===== src/rtl/uart_tx_buffer.sv =====
// uart_tx_buffer: host-link UART transmitter with a byte FIFO, 8N1 framing.
// Define UART_TX_PARITY_EN to insert an even-parity bit (8E1 framing).
module uart_tx_buffer #(
    parameter int CLKS_PER_BIT = 434,
    parameter int DEPTH        = 16
) (
    input  logic                     clk,
    input  logic                     rst_n,
    input  logic [7:0]               tx_DI,
    input  logic                     tx_wr,
    input  logic                     tx_clear,
    output logic                     tx_full,
    output logic [$clog2(DEPTH):0]   tx_count,
    output logic                     busy,
    output logic                     overflow,
    output logic                     send_done,
    output logic                     uart_port_DO
);

    localparam int AW = $clog2(DEPTH);
    localparam int CW = (CLKS_PER_BIT > 2) ? $clog2(CLKS_PER_BIT) : 1;
    localparam logic [CW-1:0] LP_RELOAD = CW'(CLKS_PER_BIT - 1);
    localparam logic [AW:0]   LP_DEPTH  = (AW+1)'(DEPTH);

    localparam logic [2:0] S_IDLE   = 3'd0;
    localparam logic [2:0] S_START  = 3'd1;
    localparam logic [2:0] S_DATA   = 3'd2;
`ifdef UART_TX_PARITY_EN
    localparam logic [2:0] S_PARITY = 3'd3;
`endif
    localparam logic [2:0] S_STOP   = 3'd4;

    logic [7:0]    r_mem [DEPTH];
    logic [AW-1:0] r_wptr;
    logic [AW-1:0] r_rptr;
    logic [AW:0]   r_count;
    logic          r_ovf;
    logic [2:0]    r_state;
    logic [CW-1:0] r_cnt;
    logic [2:0]    r_idx;
    logic [7:0]    r_shift;
    logic          r_done;

    logic          w_empty;
    logic          w_full;
    logic          w_bit_end;
    logic          w_pop;
    logic          w_push;
    logic          w_line;

    assign w_empty   = (r_count == '0);
    assign w_full    = (r_count == LP_DEPTH);
    assign w_bit_end = (r_cnt == '0);
    // The head byte leaves the FIFO when the line is idle or a stop bit ends.
    assign w_pop     = !w_empty &&
                       ((r_state == S_IDLE) ||
                        ((r_state == S_STOP) && w_bit_end));
    // A write into a full FIFO still fits if the head leaves on the same edge.
    assign w_push    = tx_wr && !tx_clear && (!w_full || w_pop);

    assign tx_full   = w_full;
    assign tx_count  = r_count;
    assign overflow  = r_ovf;
    assign send_done = r_done;
    assign busy      = (r_state != S_IDLE);
    assign uart_port_DO = w_line;

    // Storage array; written only on an accepted push.
    always_ff @(posedge clk or negedge rst_n) begin
        if (!rst_n) begin
            for (int i = 0; i < DEPTH; i++) r_mem[i] <= '0;
        end else if (w_push) begin
            r_mem[r_wptr] <= tx_DI;
        end
    end

    // FIFO pointers, occupancy and sticky overflow; a flush beats everything.
    always_ff @(posedge clk or negedge rst_n) begin
        if (!rst_n) begin
            r_wptr  <= '0;
            r_rptr  <= '0;
            r_count <= '0;
            r_ovf   <= 1'b0;
        end else if (tx_clear) begin
            r_wptr  <= '0;
            r_rptr  <= '0;
            r_count <= '0;
            r_ovf   <= 1'b0;
        end else begin
            if (w_push) r_wptr <= r_wptr + AW'(1);
            if (w_pop)  r_rptr <= r_rptr + AW'(1);
            if (w_push && !w_pop)
                r_count <= r_count + (AW+1)'(1);
            else if (!w_push && w_pop)
                r_count <= r_count - (AW+1)'(1);
            if (tx_wr && w_full && !w_pop) r_ovf <= 1'b1;
        end
    end

    // Frame sequencer: bit timing, bit index, shifter load and done pulse.
    always_ff @(posedge clk or negedge rst_n) begin
        if (!rst_n) begin
            r_state <= S_IDLE;
            r_cnt   <= '0;
            r_idx   <= '0;
            r_shift <= '0;
            r_done  <= 1'b0;
        end else begin
            r_done <= 1'b0;
            unique case (r_state)
                S_IDLE: begin
                    if (w_pop) begin
                        r_shift <= r_mem[r_rptr];
                        r_cnt   <= LP_RELOAD;
                        r_state <= S_START;
                    end
                end
                S_START: begin
                    if (w_bit_end) begin
                        r_cnt   <= LP_RELOAD;
                        r_idx   <= '0;
                        r_state <= S_DATA;
                    end else begin
                        r_cnt <= r_cnt - CW'(1);
                    end
                end
                S_DATA: begin
                    if (w_bit_end) begin
                        r_cnt <= LP_RELOAD;
                        if (r_idx == 3'd7) begin
`ifdef UART_TX_PARITY_EN
                            r_state <= S_PARITY;
`else
                            r_state <= S_STOP;
`endif
                        end else begin
                            r_idx <= r_idx + 3'd1;
                        end
                    end else begin
                        r_cnt <= r_cnt - CW'(1);
                    end
                end
`ifdef UART_TX_PARITY_EN
                S_PARITY: begin
                    if (w_bit_end) begin
                        r_cnt   <= LP_RELOAD;
                        r_state <= S_STOP;
                    end else begin
                        r_cnt <= r_cnt - CW'(1);
                    end
                end
`endif
                S_STOP: begin
                    if (w_bit_end) begin
                        if (w_pop) begin
                            r_shift <= r_mem[r_rptr];
                            r_cnt   <= LP_RELOAD;
                            r_state <= S_START;
                        end else begin
                            r_state <= S_IDLE;
                            r_done  <= 1'b1;
                        end
                    end else begin
                        r_cnt <= r_cnt - CW'(1);
                    end
                end
                default: begin
                    r_state <= S_IDLE;
                end
            endcase
        end
    end

    // Line level follows the state directly so reset forces it high at once.
    always_comb begin
        w_line = 1'b1;
        unique case (r_state)
            S_START:  w_line = 1'b0;
            S_DATA:   w_line = r_shift[r_idx];
`ifdef UART_TX_PARITY_EN
            S_PARITY: w_line = ^r_shift;
`endif
            default:  w_line = 1'b1;
        endcase
    end

endmodule


===== config.mk =====
export PLATFORM = sky130hd
export DESIGN_NAME = uart_tx_buffer
export DESIGN_NICKNAME = d
export VERILOG_FILES = /design/src/rtl/uart_tx_buffer.sv
export SDC_FILE = /design/constraint.sdc
export NUM_CORES = 1
export LEC_CHECK = 0
export BUFFER_PORTS_ARGS = -buffer_cell sky130_fd_sc_hd__buf_2
export CORE_ASPECT_RATIO = 1.4
export CORE_MARGIN = 4
export CORE_UTILIZATION = 40
export CTS_BUF_LIST = sky130_fd_sc_hd__clkbuf_4 sky130_fd_sc_hd__clkbuf_8
export CTS_CLUSTER_DIAMETER = 200
export CTS_CLUSTER_SIZE = 8
export DETAILED_ROUTE_END_ITERATION = 7
export GPL_ROUTABILITY_DRIVEN = 0
export REMOVE_ABC_BUFFERS = 1
export SYNTH_ARGS = -nofsm -noshare
export SYNTH_HDL_FRONTEND = slang
export SYNTH_SLANG_ARGS = --single-unit

===== constraint.sdc =====
create_clock -name clk -period 7 [get_ports clk]
set_input_delay 0 -clock clk [delete_from_list [all_inputs] [get_ports clk]]
set_output_delay 0 -clock clk [all_outputs]
set_load 0.1 [all_outputs]

# Word level (Yosys, flattened, before mapping)
# Cells that the tools add are included.
totals:
  ff_bits: 166
  in_bits: 12
  out_inout_bits: 10
  wordCells: 118
classes:
  n_addsub: 6
  order_cmp: 4
  n_eq_ne: 11
  mux: 39
  bitwise: 2
  n_reduce_logical: 31
ops:
  columns: ["operator", "n"]
  rows:
  - ["bitwise mux 128 bit", 1]
  - ["2-to-1 mux 8 bit", 5]
  - ["binary-select mux 8 bit (select 4 bit)", 1]
  - ["demux 8 bit (select 4 bit)", 1]
  - ["2-to-1 mux 9 bit", 3]
  - ["one-hot mux 9 bit (3 select lines)", 1]
  - ["2-to-1 mux 3 bit", 8]
  - ["2-to-1 mux 4 bit", 4]
  - ["one-hot mux 8 bit (2 select lines)", 1]
  - ["2-to-1 mux 5 bit", 3]
  - ["!= test 2 bit (second input constant)", 6]
  - ["one-hot mux 3 bit (4 select lines)", 1]
  - [">= comparator 5 bit (second input constant)", 2]
  - ["inverter 4 -> 5 bit", 2]
  - ["nonzero test 2 bit", 5]
  - ["logical AND 1 bit", 9]
  - ["logical NOT 9 bit", 1]
  - ["nonzero test 3 bit", 3]
  - ["subtractor 9 x 1 -> 9 bit (second input constant)", 1]
  - ["adder 4 x 1 -> 4 bit (second input constant)", 2]
  - ["2-to-1 mux 1 bit", 7]
  - ["equality test 3 bit (second input constant)", 2]
  - ["one-hot mux 3 bit (2 select lines)", 1]
  - ["adder 5 x 1 -> 5 bit (second input constant)", 1]
  - ["other kinds (17)", 22]

# Depth between registers and ports, before layout
depth:
  word_depth: 11
  depth_mapped: 12
  depth_no_buf: 12

# Least setup slack after synthesis
# No wires, ideal clock.
synth_path:
  path_kind: "register -> register"
  start: "reg r_count[0], in the netlist tx_count[0]"
  end: "reg r_count[4], in the netlist tx_count[4]"
  setup_ns: 0.078
  arrival_time_ns: 3.178
  required_ns: 6.922
  path_slack_ns: 3.744
  stages_incl_launch_ff: 11
  cell_sequence: "dfrtp_1 or4_1 buf_2 nand3_1 nand4_1 fa_1 a21o_1 a21oi_1 a221oi_1 a211o_1 a21oi_1"
synth_via:
  elab_chain_len: 8
  word_cells_on_any_way: 17
  cone_classes: "2 x add/sub; 1 x eq/ne; 3 x mux; 11 x reduce/logical"
synth_rtl:
  columns: ["element", "line_no", "text"]
  rows:
  - ["from (decl)", "36", "logic [AW:0] r_count;"]
  - ["from (signal assigned)", "93", "r_count <= r_count + (AW+1)'(1);"]
  - ["from (signal assigned)", "95", "r_count <= r_count - (AW+1)'(1);"]
  - ["parallel branches: the longest is 8 deep, another holds subtractor 5 x 1 -> 5 bit", null, null]
# Several ways; the timed one is not identified. The select of a mux whose other input is x is not followed.
# A chain may end at the register's enable or synchronous reset.

# Worst setup path in the final report
layout_path:
  start: "reg r_cnt[0]"
  end: "reg r_count[4], in the netlist tx_count[4]"
layout_via:
  elab_chain_len: 9
  word_cells_on_any_way: 13
  cone_classes: "2 x mux; 11 x reduce/logical"
layout_rtl:
  columns: ["element", "line_no", "text"]
  rows:
  - ["from (decl)", "39", "logic [CW-1:0] r_cnt;"]
  - ["from (signal assigned)", "124", "r_cnt <= r_cnt - CW'(1);"]
  - ["from (signal assigned)", "140", "r_cnt <= r_cnt - CW'(1);"]
  - ["from (signal assigned)", "164", "r_cnt <= r_cnt - CW'(1);"]
  - ["logical NOT 9 bit *", "53", "assign w_bit_end = (r_cnt == '0);"]
  - ["logical AND 1 bit *", "57", "((r_state == S_STOP) && w_bit_end));"]
  - ["logical OR 1 bit *", "56", "((r_state == S_IDLE) ||"]
  - ["logical AND 1 bit *", "55", "assign w_pop = !w_empty &&"]
  - ["logical OR 1 bit", "59", "assign w_push = tx_wr && !tx_clear && (!w_full || w_pop);"]
  - ["logical AND 1 bit", "59", null]
  - ["logical AND 1 bit or logical NOT 1 bit (tied branches)", "92, 94", null]
  - ["2-to-1 mux 5 bit or logical AND 1 bit (tied branches)", "92, 94", null]
  - ["2-to-1 mux 5 bit or nonzero test 3 bit (tied branches)", null, null]
# Every way passes the cells marked *; elsewhere a longest branch is shown, timed or not.

==> flow_summary.yaml <==
cells_and_area:
  instances_no_fill: 864
  drive_gt1_frac: 0.359
  final_area_mm2: 0.00913
  diodes: 0
  area_growth_pct: 10.9
  final_util: 0.455
  final_net_count: 627
timing:
  tightest_slew_ps: 1150
  rsz0062_at_grt: "false"
  timing.slew.headroom: 0.233
  setup_violations: 0
  whs_ps: 17.7
  hold_violations: 0
  period_share: 0.464
  max_freq_mhz: 308
  setup_ws_ps: 3750
  fin_skew_ps: 24.3
  fin_crit_ps: 3250
  setup_tns_ps: 0
  finalMaxSlewViolations: 0
pwr:
  finalPower_mw: 2.70
  p_clk_frac: 0.309
  irDropWorstVdd_mv: 0.147
  power.internal_mw: 1.88
  cellPowerDensity_mw_per_mm2: 295
  swShare: 0.303
  leakage_nw: 4.24
  seq_power_share: 0.455
  p_comb_frac: 0.236
  p_switching_mw: 0.817
critical_path:
  crit_start: "r_cnt[0]"
  worstPathMaxFanout: 10
  crit_type: "register to register"
  reg2reg_slack_ps: 3750
  cp-start-kind: "register"
  cp.arrival_ps: 3630
  worstPathRequired_ps: 7380
  endpoint_kind: "register"
  r2r-start: "r_cnt[0]"
detailed_routing:
  viasPerCell: 5.71
  drtIter0Drc: 248
  firstDrtPassIters: 4
  routed_wl_mm: 17.6
  antenna_left: 0
  via_count: 4933
  avgRoutedWirePerCell_um: 20.4
  drcViolationCount: 0
placement:
  port_buffers: 21
  pre_cts_ws_ps: 3810
  dpl-instance-area_mm2: 0.00855
  dp.cells: 825
  dp_hpwl_mm: 11.6
synthesis:
  postSynthCellCount: 579
  ys_ff_latch: 166
  syn_avg_cell_area_um2: 14.2
  synth_ff_type: "dfrtp_1"
  ys_types: 59
  synthArstFlopShare: 1.00
  ys_warn_count: 0
  synth_area_mm2: 0.00823
  yosysSeqAreaShare: 0.505
  synth_edf_count: 0
die:
  die_y_um: 178
  die_w_um: 129
  row_count: 61
  start_util: 0.410
  dieArea_mm2: 0.0230
  io_pins: 22
  coreArea_mm2: 0.0201
cts:
  clock_path_buffers: 2
  path_clk_slew_ps: 80
  ctsHoldBuffers: 9
  numCtsBuffers: 17
  insertion_delay_ps: 460
  cts_resized: 0
  cts-htree-levels: 4
  cts_tree: "yes"
  cts.sinks: 166
  post_cts_buffers: 0
  cts-root-buf: "clkbuf_8"
global_route:
  grt_pass1_wl_mm: 29.1
  grt_pass1_vias: 5286
  track_usage: 0.164
  grt_max_degree: 86
  grt-ovfl-total: 0
  antenna_found_initial: 0
run_status:
  status: "complete, no violations"
job:
  maxCapViolations: 0
worst_hold_path:
  hp-start: "tx_DI[0]"
  hold_path_class: "input pin to register"
cells in the final DEF, fill, tap and decap left out, types with 3 or more instances in the layout:
cell type | synthesis | routed
a21o_1 | 3 | 3
a21oi_1 | 17 | 17
a22oi_1 | 3 | 3
buf_2 | 5 | 20
buf_4 | 0 | 3
bufinv_16 | 0 | 6
clkbuf_8 | 0 | 20
dfrtp_1 | 166 | 165
dlygate4sd3_1 | 0 | 9
ha_1 | 13 | 13
inv_1 | 11 | 11
mux2_1 | 22 | 22
mux2_2 | 79 | 79
mux2_4 | 28 | 28
mux2i_1 | 20 | 20
mux4_2 | 34 | 34
nand2_1 | 30 | 30
nand2_2 | 4 | 4
nand3_1 | 8 | 8
nand3_4 | 6 | 6
nand4_1 | 4 | 4
nand4_2 | 4 | 4
nor2_1 | 20 | 20
nor3_1 | 4 | 4
o21ai_0 | 9 | 9
o221ai_1 | 10 | 10
o31ai_1 | 7 | 7
or3_1 | 3 | 3
xnor2_1 | 4 | 4
layout make-up:
cell class,count,area (um2)
clock buffers,22,290
clock inverters,8,195
fillers,1776,10900
inverters,11,41.3
multi-input cells,372,3910
flip-flops and latches,166,4160
well taps,252,315
repair buffers,33,224
layer usage:
layer	up-vias	wire length, um	GRT usage
li1	2215	-	-
met1	2619	7690	0.208
met2	84	9300	0.286
met3	15	418	0.0265
met4	0	238	0.0525
met5	-	0	0
critical path, cell delays in order (launching register included):
cell	delay, ps
dfrtp_1	390
inv_1	150
ha_1	190
or4b_1	530
o21ai_4	300
nand3_1	120
nand4_1	250
ha_1	290
a21o_1	160
a21oi_1	290
a221oi_1	90
a211o_1	290
a21oi_1	140
synthesized netlist by cell type (all sizes together) (4+ instances only):
cell      n  area (um2)
a21oi    17        85.1
buf       9        51.3
clkbuf   21        78.8
dfrtp   166        4150
ha       13         163
inv      11        41.3
mux2    129        1560
mux2i    20         200
mux4     34         766
nand2    34         138
nand3    14         145
nand4     8        75.1
nor2     21        95.1
nor3      4        20.0
nor4      4        46.3
o21ai    10        61.3
o221ai   10        87.6
o31ai     7        52.6
xnor2     4        35.0
cell families (layout without fill, tap and decap cells):
| kind of cell | Yosys count | count (layout) | share of synthesized area |
|---|---|---|---|
| AOI/OAI and AO/OA | 65 | 65 | 0.0569 |
| xor gates and xnor gates | 6 | 6 | 0.00638 |
| buffers and inverters | 41 | 74 | 0.0208 |
| DFF | 166 | 166 | 0.505 |
| adders and majority gates | 14 | 14 | 0.0222 |
| muxes | 183 | 183 | 0.307 |
| and+or+nand+nor | 104 | 104 | 0.0824 |
path summary, 6_finish.rpt:
kind                                to  cells past startpoint
setup / recovery           tx_count[4]                     12
hold / removal               r_mem[64]                      2
max in group asynchronous   r_shift[2]                      3
hold reg to reg             r_shift[6]                      2
setup reg to reg           tx_count[4]                     12
min in group asynchronous  tx_count[2]                      2
state kept, by name (all words and copies together) (netlist names):
register	count
r_cnt	9
send_done	1
overflow	1
r_state	3
r_shift	8
tx_count	5
r_idx	3
r_rptr	4
r_wptr	4
r_mem	128
power groups by stage:
stage | Clock [mW] | Combinational [mW] | Sequential (mW)
after floorplan | 0 | 0.418 | 1.28
after global placement | 0 | 0.614 | 1.23
after detailed placement | 0 | 0.634 | 1.24
after CTS | 0.849 | 0.642 | 1.23
after global routing | 0.895 | 0.699 | 1.25
final | 0.833 | 0.636 | 1.23
Note: power is estimated with default switching activity, not from simulation.
